==> config.mk <==
export PLATFORM = sky130hd
export DESIGN_NAME = led_event_stretcher
export DESIGN_NICKNAME = d
export VERILOG_FILES = /design/src/rtl/led_stretch_pkg.sv /design/src/rtl/led_event_stretcher_channel.sv /design/src/rtl/led_event_stretcher.sv
export SDC_FILE = /design/constraint.sdc
export NUM_CORES = 1
export LEC_CHECK = 0
export ABC_AREA = 1
export CAP_MARGIN = 0
export CORE_ASPECT_RATIO = 1.1
export CORE_MARGIN = 2
export CORE_UTILIZATION = 55
export DETAILED_ROUTE_END_ITERATION = 8
export GPL_ROUTABILITY_DRIVEN = 0
export PLACE_DENSITY = 0.76
export SYNTH_ARGS = -nofsm -noshare
export SYNTH_HDL_FRONTEND = slang
export SYNTH_SLANG_ARGS = --single-unit
==> constraint.sdc <==
create_clock -name clk -period 1.65 [get_ports clk]
set_input_delay 0.165 -clock clk [delete_from_list [all_inputs] [get_ports clk]]
set_output_delay 0.165 -clock clk [all_outputs]
set_load 0.02 [all_outputs]
==> src/rtl/led_stretch_pkg.sv <==
// Shared types and default timing for the LED event stretcher.
package led_stretch_pkg;

    typedef enum logic [1:0] {
        ST_IDLE,
        ST_ON,
        ST_GAP
    } stretch_state_t;

    // Defaults: 1 ms timebase at 50 MHz, 200 ms lit, 100 ms dark gap.
    localparam int unsigned DEF_N_CH      = 5;
    localparam int unsigned DEF_TICK_DIV  = 50000;
    localparam int unsigned DEF_ON_TICKS  = 200;
    localparam int unsigned DEF_GAP_TICKS = 100;
    localparam int unsigned DEF_PEND_W    = 3;

    // Bits needed to hold values 0..max_val (at least one bit).
    function automatic int unsigned cnt_width(input int unsigned max_val);
        return (max_val < 1) ? 1 : $clog2(max_val + 1);
    endfunction

endpackage

==> src/rtl/led_event_stretcher_channel.sv <==
// One LED channel: IDLE -> ON -> GAP state machine with a tick-driven timer.
// With LED_STRETCH_PEND_EN defined, events seen while busy are queued in a saturating
// counter; otherwise they are dropped and flagged in ovf.
module stretch_channel
    import led_stretch_pkg::*;
#(
    parameter int unsigned ON_TICKS  = DEF_ON_TICKS,
    parameter int unsigned GAP_TICKS = DEF_GAP_TICKS,
    parameter int unsigned PEND_W    = DEF_PEND_W
) (
    input  logic clk,
    input  logic rst_n,
    input  logic tick,
    input  logic evt,
    input  logic clr_ovf,
    output logic led,
    output logic busy,
    output logic ovf
);

    localparam int unsigned TMR_W = cnt_width((ON_TICKS > GAP_TICKS) ? ON_TICKS : GAP_TICKS);
    localparam logic [TMR_W-1:0] TMR_ON  = TMR_W'(ON_TICKS);
    localparam logic [TMR_W-1:0] TMR_GAP = TMR_W'(GAP_TICKS);
    localparam logic [TMR_W-1:0] TMR_ONE = TMR_W'(1);

    if (ON_TICKS < 1 || GAP_TICKS < 1 || PEND_W < 1) begin : g_bad_param
        $error("stretch_channel: ON_TICKS, GAP_TICKS and PEND_W must all be >= 1");
    end

    stretch_state_t   state_q, state_d;
    logic [TMR_W-1:0] tmr_q, tmr_d;
    logic             expire;
    logic             enq;
    logic             lost;
    logic             ovf_d;

`ifdef LED_STRETCH_PEND_EN
    localparam logic [PEND_W-1:0] PEND_MAX = '1;
    localparam logic [PEND_W-1:0] PEND_ONE = PEND_W'(1);
    logic [PEND_W-1:0] pend_q, pend_d;
`endif

    assign expire = tick && (tmr_q == TMR_ONE);

    // Next state, timer reload/decrement, queue bookkeeping and overflow detection.
    always_comb begin
        state_d = state_q;
        tmr_d   = tmr_q;
        enq     = 1'b0;
        lost    = 1'b0;
`ifdef LED_STRETCH_PEND_EN
        pend_d  = pend_q;
`endif
        if (tick && (state_q != ST_IDLE)) begin
            tmr_d = tmr_q - TMR_ONE;
        end
        case (state_q)
            ST_IDLE: begin
                if (evt) begin
                    state_d = ST_ON;
                    tmr_d   = TMR_ON;
                end
            end
            ST_ON: begin
                if (expire) begin
                    state_d = ST_GAP;
                    tmr_d   = TMR_GAP;
                end
                enq = evt;
            end
            ST_GAP: begin
                if (expire) begin
`ifdef LED_STRETCH_PEND_EN
                    // Consume one queued event; a coincident evt replaces it (net unchanged).
                    if ((pend_q != '0) || evt) begin
                        state_d = ST_ON;
                        tmr_d   = TMR_ON;
                    end else begin
                        state_d = ST_IDLE;
                    end
                    if ((pend_q != '0) && !evt) begin
                        pend_d = pend_q - PEND_ONE;
                    end
`else
                    state_d = evt ? ST_ON : ST_IDLE;
                    tmr_d   = TMR_ON;
`endif
                end else begin
                    enq = evt;
                end
            end
            default: begin
                state_d = ST_IDLE;
            end
        endcase
`ifdef LED_STRETCH_PEND_EN
        if (enq) begin
            if (pend_q == PEND_MAX) begin
                lost = 1'b1;
            end else begin
                pend_d = pend_q + PEND_ONE;
            end
        end
`else
        lost = enq;
`endif
        // A fresh loss beats a simultaneous clear.
        ovf_d = (ovf && !clr_ovf) || lost;
    end

    // State and registered outputs; reset drops the LED immediately and discards the queue.
    always_ff @(posedge clk or negedge rst_n) begin
        if (!rst_n) begin
            state_q <= ST_IDLE;
            tmr_q   <= '0;
            led     <= 1'b0;
            busy    <= 1'b0;
            ovf     <= 1'b0;
`ifdef LED_STRETCH_PEND_EN
            pend_q  <= '0;
`endif
        end else begin
            state_q <= state_d;
            tmr_q   <= tmr_d;
            led     <= (state_d == ST_ON);
            busy    <= (state_d != ST_IDLE);
            ovf     <= ovf_d;
`ifdef LED_STRETCH_PEND_EN
            pend_q  <= pend_d;
`endif
        end
    end

endmodule

==> src/rtl/led_event_stretcher.sv <==
// Turns 1-cycle internal events into human-visible LED blinks, one channel per LED.
// Shared prescaler produces the timebase tick; each channel runs its own blink FSM.
// Optional feature macro: LED_STRETCH_PEND_EN (queue events that arrive while busy).
module led_event_stretcher
    import led_stretch_pkg::*;
#(
    parameter int unsigned N_CH      = DEF_N_CH,
    parameter int unsigned TICK_DIV  = DEF_TICK_DIV,
    parameter int unsigned ON_TICKS  = DEF_ON_TICKS,
    parameter int unsigned GAP_TICKS = DEF_GAP_TICKS,
    parameter int unsigned PEND_W    = DEF_PEND_W
) (
    input  logic            clk,
    input  logic            rst_n,
    input  logic [N_CH-1:0] evt,
    input  logic            clr_ovf,
    output logic [N_CH-1:0] led,
    output logic [N_CH-1:0] busy,
    output logic [N_CH-1:0] ovf
);

    localparam int unsigned CNT_W = cnt_width(TICK_DIV - 1);
    localparam logic [CNT_W-1:0] CNT_LAST = CNT_W'(TICK_DIV - 1);
    localparam logic [CNT_W-1:0] CNT_ONE  = CNT_W'(1);

    if (TICK_DIV < 2) begin : g_bad_div
        $error("led_event_stretcher: TICK_DIV must be >= 2");
    end

    logic [CNT_W-1:0] cnt_q;
    logic             tick;

    assign tick = (cnt_q == CNT_LAST);

    // Free-running prescaler; first tick lands on the TICK_DIV-th cycle after reset.
    always_ff @(posedge clk or negedge rst_n) begin
        if (!rst_n) begin
            cnt_q <= '0;
        end else begin
            cnt_q <= tick ? '0 : (cnt_q + CNT_ONE);
        end
    end

    for (genvar ch = 0; ch < N_CH; ch++) begin : g_ch
        stretch_channel #(
            .ON_TICKS (ON_TICKS),
            .GAP_TICKS(GAP_TICKS),
            .PEND_W   (PEND_W)
        ) u_chan (
            .clk    (clk),
            .rst_n  (rst_n),
            .tick   (tick),
            .evt    (evt[ch]),
            .clr_ovf(clr_ovf),
            .led    (led[ch]),
            .busy   (busy[ch]),
            .ovf    (ovf[ch])
        );
    end

endmodule

Word level (Yosys, flattened, before mapping)
Cells that the tools add are included.
{ "word_totals": {"word_cells": 150, "register_bits": 81, "inputBits": 8, "output_inout_bits": 15} }
{ "classes": {"addsub": 6, "n_eq_ne": 21, "mux": 61, "n_reduce_logical": 36} }
{ "op_table": {"columns": ["operator", "count"], "rows": [
  ["8-bit 2-to-1 mux", 20],
  ["8-bit one-hot mux with 3 select lines", 5],
  ["8-bit by 1-bit equality test with 1-bit output (second input constant)", 5],
  ["8-bit by 1-bit subtractor with 8-bit output (second input constant)", 5],
  ["2-bit 2-to-1 mux", 15],
  ["2-bit one-hot mux with 3 select lines", 5],
  ["2-bit by 1-bit equality test with 1-bit output (second input constant)", 10],
  ["2-bit nonzero test", 10],
  ["16-bit by 1-bit adder with 16-bit output (second input constant)", 1],
  ["16-bit equality test (second input constant)", 1],
  ["16-bit 2-to-1 mux", 1],
  ["1-bit logical AND", 15],
  ["2-bit equality test (second input constant)", 5],
  ["2-bit zero test", 5],
  ["1-bit 2-to-1 mux", 10],
  ["1-bit one-hot mux with 2 select lines", 5],
  ["1-bit logical OR", 5],
  ["1-bit zero test", 1]
]} }

Longest topological paths before layout
{ "depth": {"depth_word": 5, "depth_mapped": 13, "ltp_nobuf": 13} }

By module
Synthesis repeated with hierarchy kept, for this count alone.
{ "hier_totals": {"hier_cells": 691, "hier_area_um2": 5312.6} }
{ "by_module_without_submodules": {"columns": ["module", "seq_area_each_um2", "instances", "cells_per_inst", "area_each_um2"], "rows": [
  ["stretch_channel (g_ch[1].u_chan ...)", 325.3, 3, 114, 875.8],
  ["stretch_channel (g_ch[0].u_chan)", 325.3, 1, 117, 912.1],
  ["stretch_channel (g_ch[4].u_chan)", 325.3, 1, 111, 895.9],
  ["led_event_stretcher", 400.4, 1, 121, 877.1]
]} }

Worst setup path after synthesis
No wires, ideal clock.
{ "synth_path": {"kind": "reg2reg", "from": "register cnt_q[0]", "to": "register g_ch[3].u_chan.tmr_q[2]", "setup_time_ns": 0.120, "path_slack_ns": 0.031, "required_time_ns": 1.530, "arrival_ns": 1.500, "synth_period_minus_slack_ns": 1.619, "path_stages_with_launch": 11, "path_buffers": 0, "cell_sequence": "dfrtp_1 -> ha_1 -> nand3_4 -> nor2_4 -> nand3_1 -> nand2_1 -> nand2_1 -> nor2_2 -> nand2_1 -> o21ai_0 -> inv_1"} }
{ "synth_between": {"elab_chain_cells": 5, "word_cells_on_any_way": 8, "cone_classes": "1 x eq/ne; 5 x mux; 2 x reduce/logical"} }
{ "synth_rtl": {"columns": ["item", "line", "source"], "rows": [
  ["start, declared", "led_event_stretcher.sv:30", "logic [CNT_W-1:0] cnt_q;"],
  ["start signal, assigned", "led_event_stretcher.sv:40", "cnt_q <= tick ? '0 : (cnt_q + CNT_ONE);"],
  ["16-bit equality test *", "led_event_stretcher.sv:33", "assign tick = (cnt_q == CNT_LAST);"],
  ["1-bit logical AND", "led_event_stretcher_channel.sv:54", "if (tick && (state_q != ST_IDLE)) begin"],
  ["8-bit 2-to-1 mux", "led_event_stretcher_channel.sv:54", null],
  ["8-bit 2-to-1 mux (on tied branches)", "led_event_stretcher_channel.sv:72, led_event_stretcher_channel.sv:59, led_event_stretcher_channel.sv:65", null],
  ["8-bit one-hot mux with 3 select lines *", "led_event_stretcher_channel.sv:57", "case (state_q)"],
  ["net g_ch[3].u_chan.tmr_d[2]", "led_event_stretcher_channel.sv:31", "logic [TMR_W-1:0] tmr_q, tmr_d;"],
  ["end signal, assigned", "led_event_stretcher_channel.sv:124", "tmr_q <= tmr_d;"],
  ["end, declared", "led_event_stretcher_channel.sv:31", null]
]} }
Mark *: on every way through the listed nets, which the timed path passes. The rest lies on a longest branch.

Worst setup path after layout
{ "layout_path": {"from": "register cnt_q[1]", "to": "register g_ch[2].u_chan.tmr_q[2]"} }
{ "layout_between": {"elab_chain_cells": 5, "word_cells_on_any_way": 8, "cone_classes": "1 x eq/ne; 5 x mux; 2 x reduce/logical"} }
{ "layout_rtl": {"columns": ["item", "line"], "rows": [
  ["16-bit equality test *", "led_event_stretcher.sv:33"],
  ["1-bit logical AND", "led_event_stretcher_channel.sv:54"],
  ["8-bit 2-to-1 mux", "led_event_stretcher_channel.sv:54"],
  ["8-bit 2-to-1 mux (on tied branches)", "led_event_stretcher_channel.sv:72, led_event_stretcher_channel.sv:59, led_event_stretcher_channel.sv:65"],
  ["8-bit one-hot mux with 3 select lines *", "led_event_stretcher_channel.sv:57"],
  ["net g_ch[2].u_chan.tmr_d[2]", "led_event_stretcher_channel.sv:31"],
  ["end signal, assigned", "led_event_stretcher_channel.sv:124"],
  ["end, declared", "led_event_stretcher_channel.sv:31"]
]} }
Marked as above.

==> impl_metrics.yaml <==
floorplan:
  pin_count: 23
  floorplan.initialDensity: 0.559
  core-area_sq_um: 9750
  die_h_microns: 108
  dieArea_sq_um: 10700
  num_rows: 38
  dieWidth_microns: 98.9
synth:
  yosys_warnings: 0
  yosysTopAreaCell: "dfrtp_1"
  postSynthAreaPerCell_sq_um: 7.18
  seq_area_frac_synth: 0.372
  yosys.area.top_type_share: 0.372
  syn-cell-area_sq_um: 5450
  ys_types: 30
  ys_ff_latch: 81
  netlist_instances: 759
  synth_top_cells_by_area: "dfrtp_1, nand2_1, inv_1, ha_1, nor2_1"
  synth_nets: 798
setup_path:
  worstPathCellList: "ha_4 -> nand3_4 -> nor2_4 -> buf_4 -> buf_6 -> nand3_4 -> nand2_4 -> nand2_4 -> nor3_4 -> inv_1 -> nand2_1 -> nand2_1"
  required_ps: 1910
  crit_path_end_kind: "flip-flop"
  worstRegToRegCells: 12
  worst_r2r_endpoint: "g_ch[2].u_chan.tmr_q[2]"
  critical_path.max_stage_delay_ps: 410
  type_of_the_worst_setup_path: "flip-flop to flip-flop"
  timing.critical_path.from_type: "flip-flop"
  critical-path-slowest-cell: "dfrtp_1"
  timing.critical_path.fanout_max: 4
  worst-r2r-setup-slack_ps: -190
  critPathArrivalTime_ps: 2100
  timing.rr.start: "cnt_q[1]"
timing:
  final.min_clock_period_ps: 1840
  worst-slew-pin-transition_ps: 443
  setup_tns_ps: -5800
  drv_slew: 0
  worst_clock_skew_ps: 9.50
  report.final.setup_viol: 61
  postLayoutSetupSlackWorst_ps: -192
  hold_viol: 0
  rsz0062_at_grt: "yes"
  fin_crit_sh: 1.12
  slew-limit-headroom: 0.705
  fmaxAchievable_mhz: 543
clocking:
  clock_sink_count: 81
  tritoncts: "done"
  cts_buffers: 9
  worstSkewPairLatency_ps: 370
  depth_of_the_cts_h_tree: 3
  clk_root_buffer_cell: "clkbuf_8"
  clk_path_buf_depth: 2
  cts_clk_pin_slew_worst_paths_ps: 80
drt:
  drt_first_pass_iters: 6
  antenna_violating_nets_post_route: 0
  num_vias: 5310
  routed_via_density: 5.37
  totalWireLength_microns: 14400
  first_iter_violations: 284
  drt_drc_violations_left: 0
  routedWlPerCell_microns: 14.6
status:
  run_status: "finished, violations left"
  failed_checks: "setup timing"
pwr:
  power.density_nw_per_um2: 1260
  irDropWorstVdd_v: 0.000826
  totalPowerFinal_uw: 8900
  p_leak_uw: 0.00362
grt:
  gr-total-overflow: 0
  grt_antenna_before_repair: 0
  grt_max_degree: 82
  grt_util_all_layers: 0.262
  grt_first_pass_wirelength_microns: 22700
  number_of_global_route_vias_before_repair: 5216
cells_and_area:
  final_cell_mix: "nand2_1, inv_1, dfrtp_1, buf_4, nor2_1"
  fin_nets: 902
  final_design_area_no_fill_sq_um: 7050
  area.sequential_sq_um: 2030
  fillers: 715
  share_of_cells_above_drive_strength_1: 0.251
  antenna_cells_inserted: 0
  multi_input_comb_area_sq_um: 3310
  flow.area_growth_from_synthesis_pct: 29.3
  mostFrequentLayoutCell: "nand2_1"
place:
  numPortBuffers: 22
  dpl_cell_area_sq_um: 6230
  hpwlAfterDp_microns: 9600
hold_path:
  worstHoldPathType: "input pin to async pin"
run:
  max_cap_violations: 0
[synth_stat cells (all sizes together)]
cell / n
ha: 31
clkbuf: 1
o32ai: 1
nor3: 7
o211ai: 4
nand3: 58
nand2: 228
nand3b: 1
nor2: 100
nand4: 10
o21bai: 1
a31oi: 1
xor2: 27
dfrtp: 81
o21ai: 63
xnor2: 6
inv: 109
a21oi: 12
buf: 18
[layout make-up]
| class | instances | share of cell area |
|---|---|---|
| repair buffers | 110 | 0.135 |
| flip-flops and latches | 81 | 0.287 |
| clock buffers | 11 | 0.0200 |
| well taps | 120 | 0.0213 |
| inverters | 109 | 0.0584 |
| clock inverters | 5 | 0.00781 |
| multi-input cells | 552 | 0.470 |
[what timing repair did]
action,CTS,global route
pin swaps,17,22
endpoints found under the hold margin,81,0
setup endpoints to repair,67,68
hold buffers,1,0
setup buffers,7,11
gates cloned,0,3
resized for setup,66,72
[power by group]
group          internal [uW]  total [uW]  switching, uW
logic                   1870        4670           2800
registers               2440        2740            308
clock network            736        1490            752
[metrics by stage]
stage          setup WS, ps   util  hold slack (ps)  cells
2_1_floorplan          30.8      -             -131    759
3_3_place_gp           -117  0.639              229    950
3_5_place_dp           -194  0.639              233    950
4_1_cts               -69.9  0.688              394    974
5_1_grt                -304  0.723              433    988
6_report               -192  0.723              371    988
[critical path, delay by kind of cell, from the launching register on]
kind	cells	cell delay, ps
flops	1	410
simple gates	8	830
buf+inv	3	310
fa+ha+maj	1	180
[state kept, by name, indices dropped and copies added, names as in the netlist]
| register | cells |
|---|---|
| g_ch.u_chan.tmr_q | 40 |
| g_ch.u_chan.ovf | 5 |
| g_ch.u_chan.state_q | 10 |
| cnt_q | 16 |
| g_ch.u_chan.led | 5 |
| g_ch.u_chan.busy | 5 |
[worst max-delay path by stage]
stage / start / endpoint / slack (ps) / cells past startpoint
global placement: cnt_q[0] / g_ch[1].u_chan.led / -120 / 10
detailed placement: cnt_q[0] / g_ch[1].u_chan.led / -190 / 10
finish: cnt_q[1] / g_ch[2].u_chan.tmr_q[2] / -190 / 12
floorplan: cnt_q[0] / g_ch[3].u_chan.tmr_q[2] / 30 / 10
global route: cnt_q[0] / g_ch[0].u_chan.tmr_q[2] / -300 / 11
CTS: cnt_q[1] / g_ch[3].u_chan.tmr_q[3] / -70 / 12
[kinds of logic (layout without fill, tap and decap cells)]
logic type      Yosys count  count (layout)  share of synthesized area
buf+inv                 128             235                      0.101
compound gates           82              82                     0.0785
fa+ha+maj                31              31                     0.0711
simple gates            404             406                      0.324
xor+xnor                 33              33                     0.0530
flops                    81              81                      0.372
[layer usage]
metal,GRT usage,wire (microns)
met2,0.486,7690
met1,0.302,5600
met4,0.104,336
met3,0.0375,757
met5,0,0
No activity file was read; power rests on OpenSTA's default activity.
==> RTL change: new RTL, config.mk and constraints unchanged <==
Reset style: synchronous (`rst_n`), changed in 2 clocked blocks.
--- a/src/rtl/led_event_stretcher_channel.sv
+++ b/src/rtl/led_event_stretcher_channel.sv
@@ -109,7 +109,7 @@
     end
 
     // State and registered outputs; reset drops the LED immediately and discards the queue.
-    always_ff @(posedge clk or negedge rst_n) begin
+    always_ff @(posedge clk) begin
         if (!rst_n) begin
             state_q <= ST_IDLE;
             tmr_q   <= '0;
--- a/src/rtl/led_event_stretcher.sv
+++ b/src/rtl/led_event_stretcher.sv
@@ -33,7 +33,7 @@
     assign tick = (cnt_q == CNT_LAST);
 
     // Free-running prescaler; first tick lands on the TICK_DIV-th cycle after reset.
-    always_ff @(posedge clk or negedge rst_n) begin
+    always_ff @(posedge clk) begin
         if (!rst_n) begin
             cnt_q <= '0;
         end else begin
Function: differs if rst_n is asserted again (counterexample within 4 cycles, from zero or initial values and one cycle with rst_n low); with rst_n held inactive, the same outputs for 10 cycles.
==> RTL change against the unedited design <==
- design area grew 2.7%
- worst setup slack improved by 0.12 ns
- count of clock-buffer cells in the layout is 1 higher
- cell count is 13% higher
- via count increased by 11%
- wire length grew 2.7%
- hold slack better by 0.098 ns
- largest cell class unchanged
- synthesized area is 2.5% higher
- sequential cell count unchanged
- global-route usage fell by 0.19 points
- the flow still finishes with violations (negative setup slack)
Power is not compared: it rests on default switching activity, and its combinational part moved more than twofold at a synthesized area within 25%.
==> RTL change: results (changes against the unedited design) <==
qor: run_status.status finished with violations [unchanged]
qor: run_status.violations negative setup slack [unchanged]
qor: route.number_of_vias_in_the_routed_layout 5,905 [was 5,310]
qor: layout.final_nets 1,029 [was 902]
qor: timing.final_critical_path_setup_slack -0.0763 ns [was -0.192 ns]
qor: worst_setup_path.critical-path-slowest-cell sky130_fd_sc_hd__dfxtp_2 [was sky130_fd_sc_hd__dfrtp_1]
qor: hold_path.hold_class reg -> reg [was in -> async]
qor: global_route.groute.layer.met3.usage 2.86% [was 3.75%]
qor: worst_setup_path.number_of_cells_on_the_worst_reg_to_reg_path 11 [was 12]
qor: route.first_pass_iters 7 [was 6]
qor: route.drtIter0Drc 308 [was 284]
qor: route.post_drt_wl_per_cell 13.3 um [was 14.6 um]
qor: timing.max-slew-margin-rel 79.1% [was 70.5%]
qor: layout.fraction_of_area_in_multi_input_gates 51.3% [was 47.0%]
qor: synthesis.postSynthNetCount 922 [was 798]
qor: global_route.grt_start_max_net_pins 19 [was 82]
qor: global_route.grt_util_met1 31.6% [was 30.2%]
qor: worst_setup_path.path_max_fanout 7 [was 4]
qor: synthesis.synth.top_cells.by_count sky130_fd_sc_hd__nand2_1 (235), sky130_fd_sc_hd__inv_1 (119), sky130_fd_sc_hd__nor2_1 (103), sky130_fd_sc_hd__nand3_1 (93), sky130_fd_sc_hd__dfxtp_1 (81) [was sky130_fd_sc_hd__nand2_1 (220), sky130_fd_sc_hd__inv_1 (105), sky130_fd_sc_hd__nor2_1 (87), sky130_fd_sc_hd__dfrtp_1 (81), sky130_fd_sc_hd__o21ai_0 (58)]
qor: synthesis.synth_seq_area_share 29.0% [was 37.2%]
qor: layout.layout.non_clock_inverters 127 [was 109]
qor: timing.setup_violations 22 [was 61]
qor: synthesis.ys_async_sr_fraction 0% [was 100%]
qor: placement.worst_slack_placed -0.0939 ns [was -0.194 ns]
qor: layout.buf_share 14.4% [was 13.5%]
qor: layout.fillCellCount 764 [was 715]
qor: clocking.number_of_buffers_created_by_cts 9 [unchanged]
qor: layout.clock_buffers 12 [was 11]
qor: layout.fraction_of_final_layout_cells_with_drive_strength_greater_than_1 25.5% [was 25.1%]
qor: timing.totalNegativeSetupSlack -0.666 ns [was -5.80 ns]
qor: layout.final-clk-cell-share 2.90% [was 2.79%]
qor: layout.buffers_excl_clock 121 [was 110]
qor: placement.hpwlAfterDp 10.5 mm [was 9.60 mm]
qor: global_route.grt_pass1_vias 5,303 [was 5,216]
qor: worst_setup_path.worst_path_largest_cell_delay 0.36 ns [was 0.41 ns]
RTL change: changes by cell type after synthesis, moves of 12 or more:
cell and change:
sky130_fd_sc_hd__dfrtp_1 -81, sky130_fd_sc_hd__dfxtp_1 +81, sky130_fd_sc_hd__nand3_1 +38, sky130_fd_sc_hd__a21oi_1 +25, sky130_fd_sc_hd__o21ai_0 -20, sky130_fd_sc_hd__nor2_1 +16, sky130_fd_sc_hd__nand2_1 +15, sky130_fd_sc_hd__inv_1 +14
sky130_fd_sc_hd__o21ai_1 +12
RTL change: cells by family (layout without fill, tap and decap cells):
group	count (synthesis)	after routing	share of synthesized area, %
AOI/OAI and AO/OA	101	101	9.43
DFF	81	81	29.0
buffers and inverters	153	263	11.7
xor gates and xnor gates	22	22	3.45
and+or+nand+nor	495	496	39.5
adders and majority gates	31	31	6.94
RTL change: repair_timing:
action | 4_1_cts | 5_1_grt
hold buffers | 0 | 0
resized for setup | 16 | 138
gates cloned | 1 | 0
buffers inserted | 1 | 13
setup endpoints to repair | 44 | 66
pin swaps | 10 | 46
RTL change: metal layers:
layer  up-vias  routed length (um)
met1      2708                6320
li1       3013                   -
met5         -                   0
met4         0                 322
met2       153                7550
met3        31                 590
RTL change: worst register-to-register path: cells and delay by family, from the launching register on:
family                     cells  cell delay [ns]
adders and majority gates      1             0.16
DFF                            1             0.36
and+or+nand+nor                6             0.61
AOI/OAI and AO/OA              1             0.05
buffers and inverters          3             0.44
RTL change: through the flow:
stage	util [%]	std cells	hold WS (ns)	cell area [um^2]
global placement	65.3	1084	0.452	6460
floorplan	-	883	0.325	5590
CTS	68.1	1101	0.475	6740
finish	73.3	1114	0.469	7240
detailed placement	65.3	1084	0.463	6460
global route	73.3	1114	0.504	7240
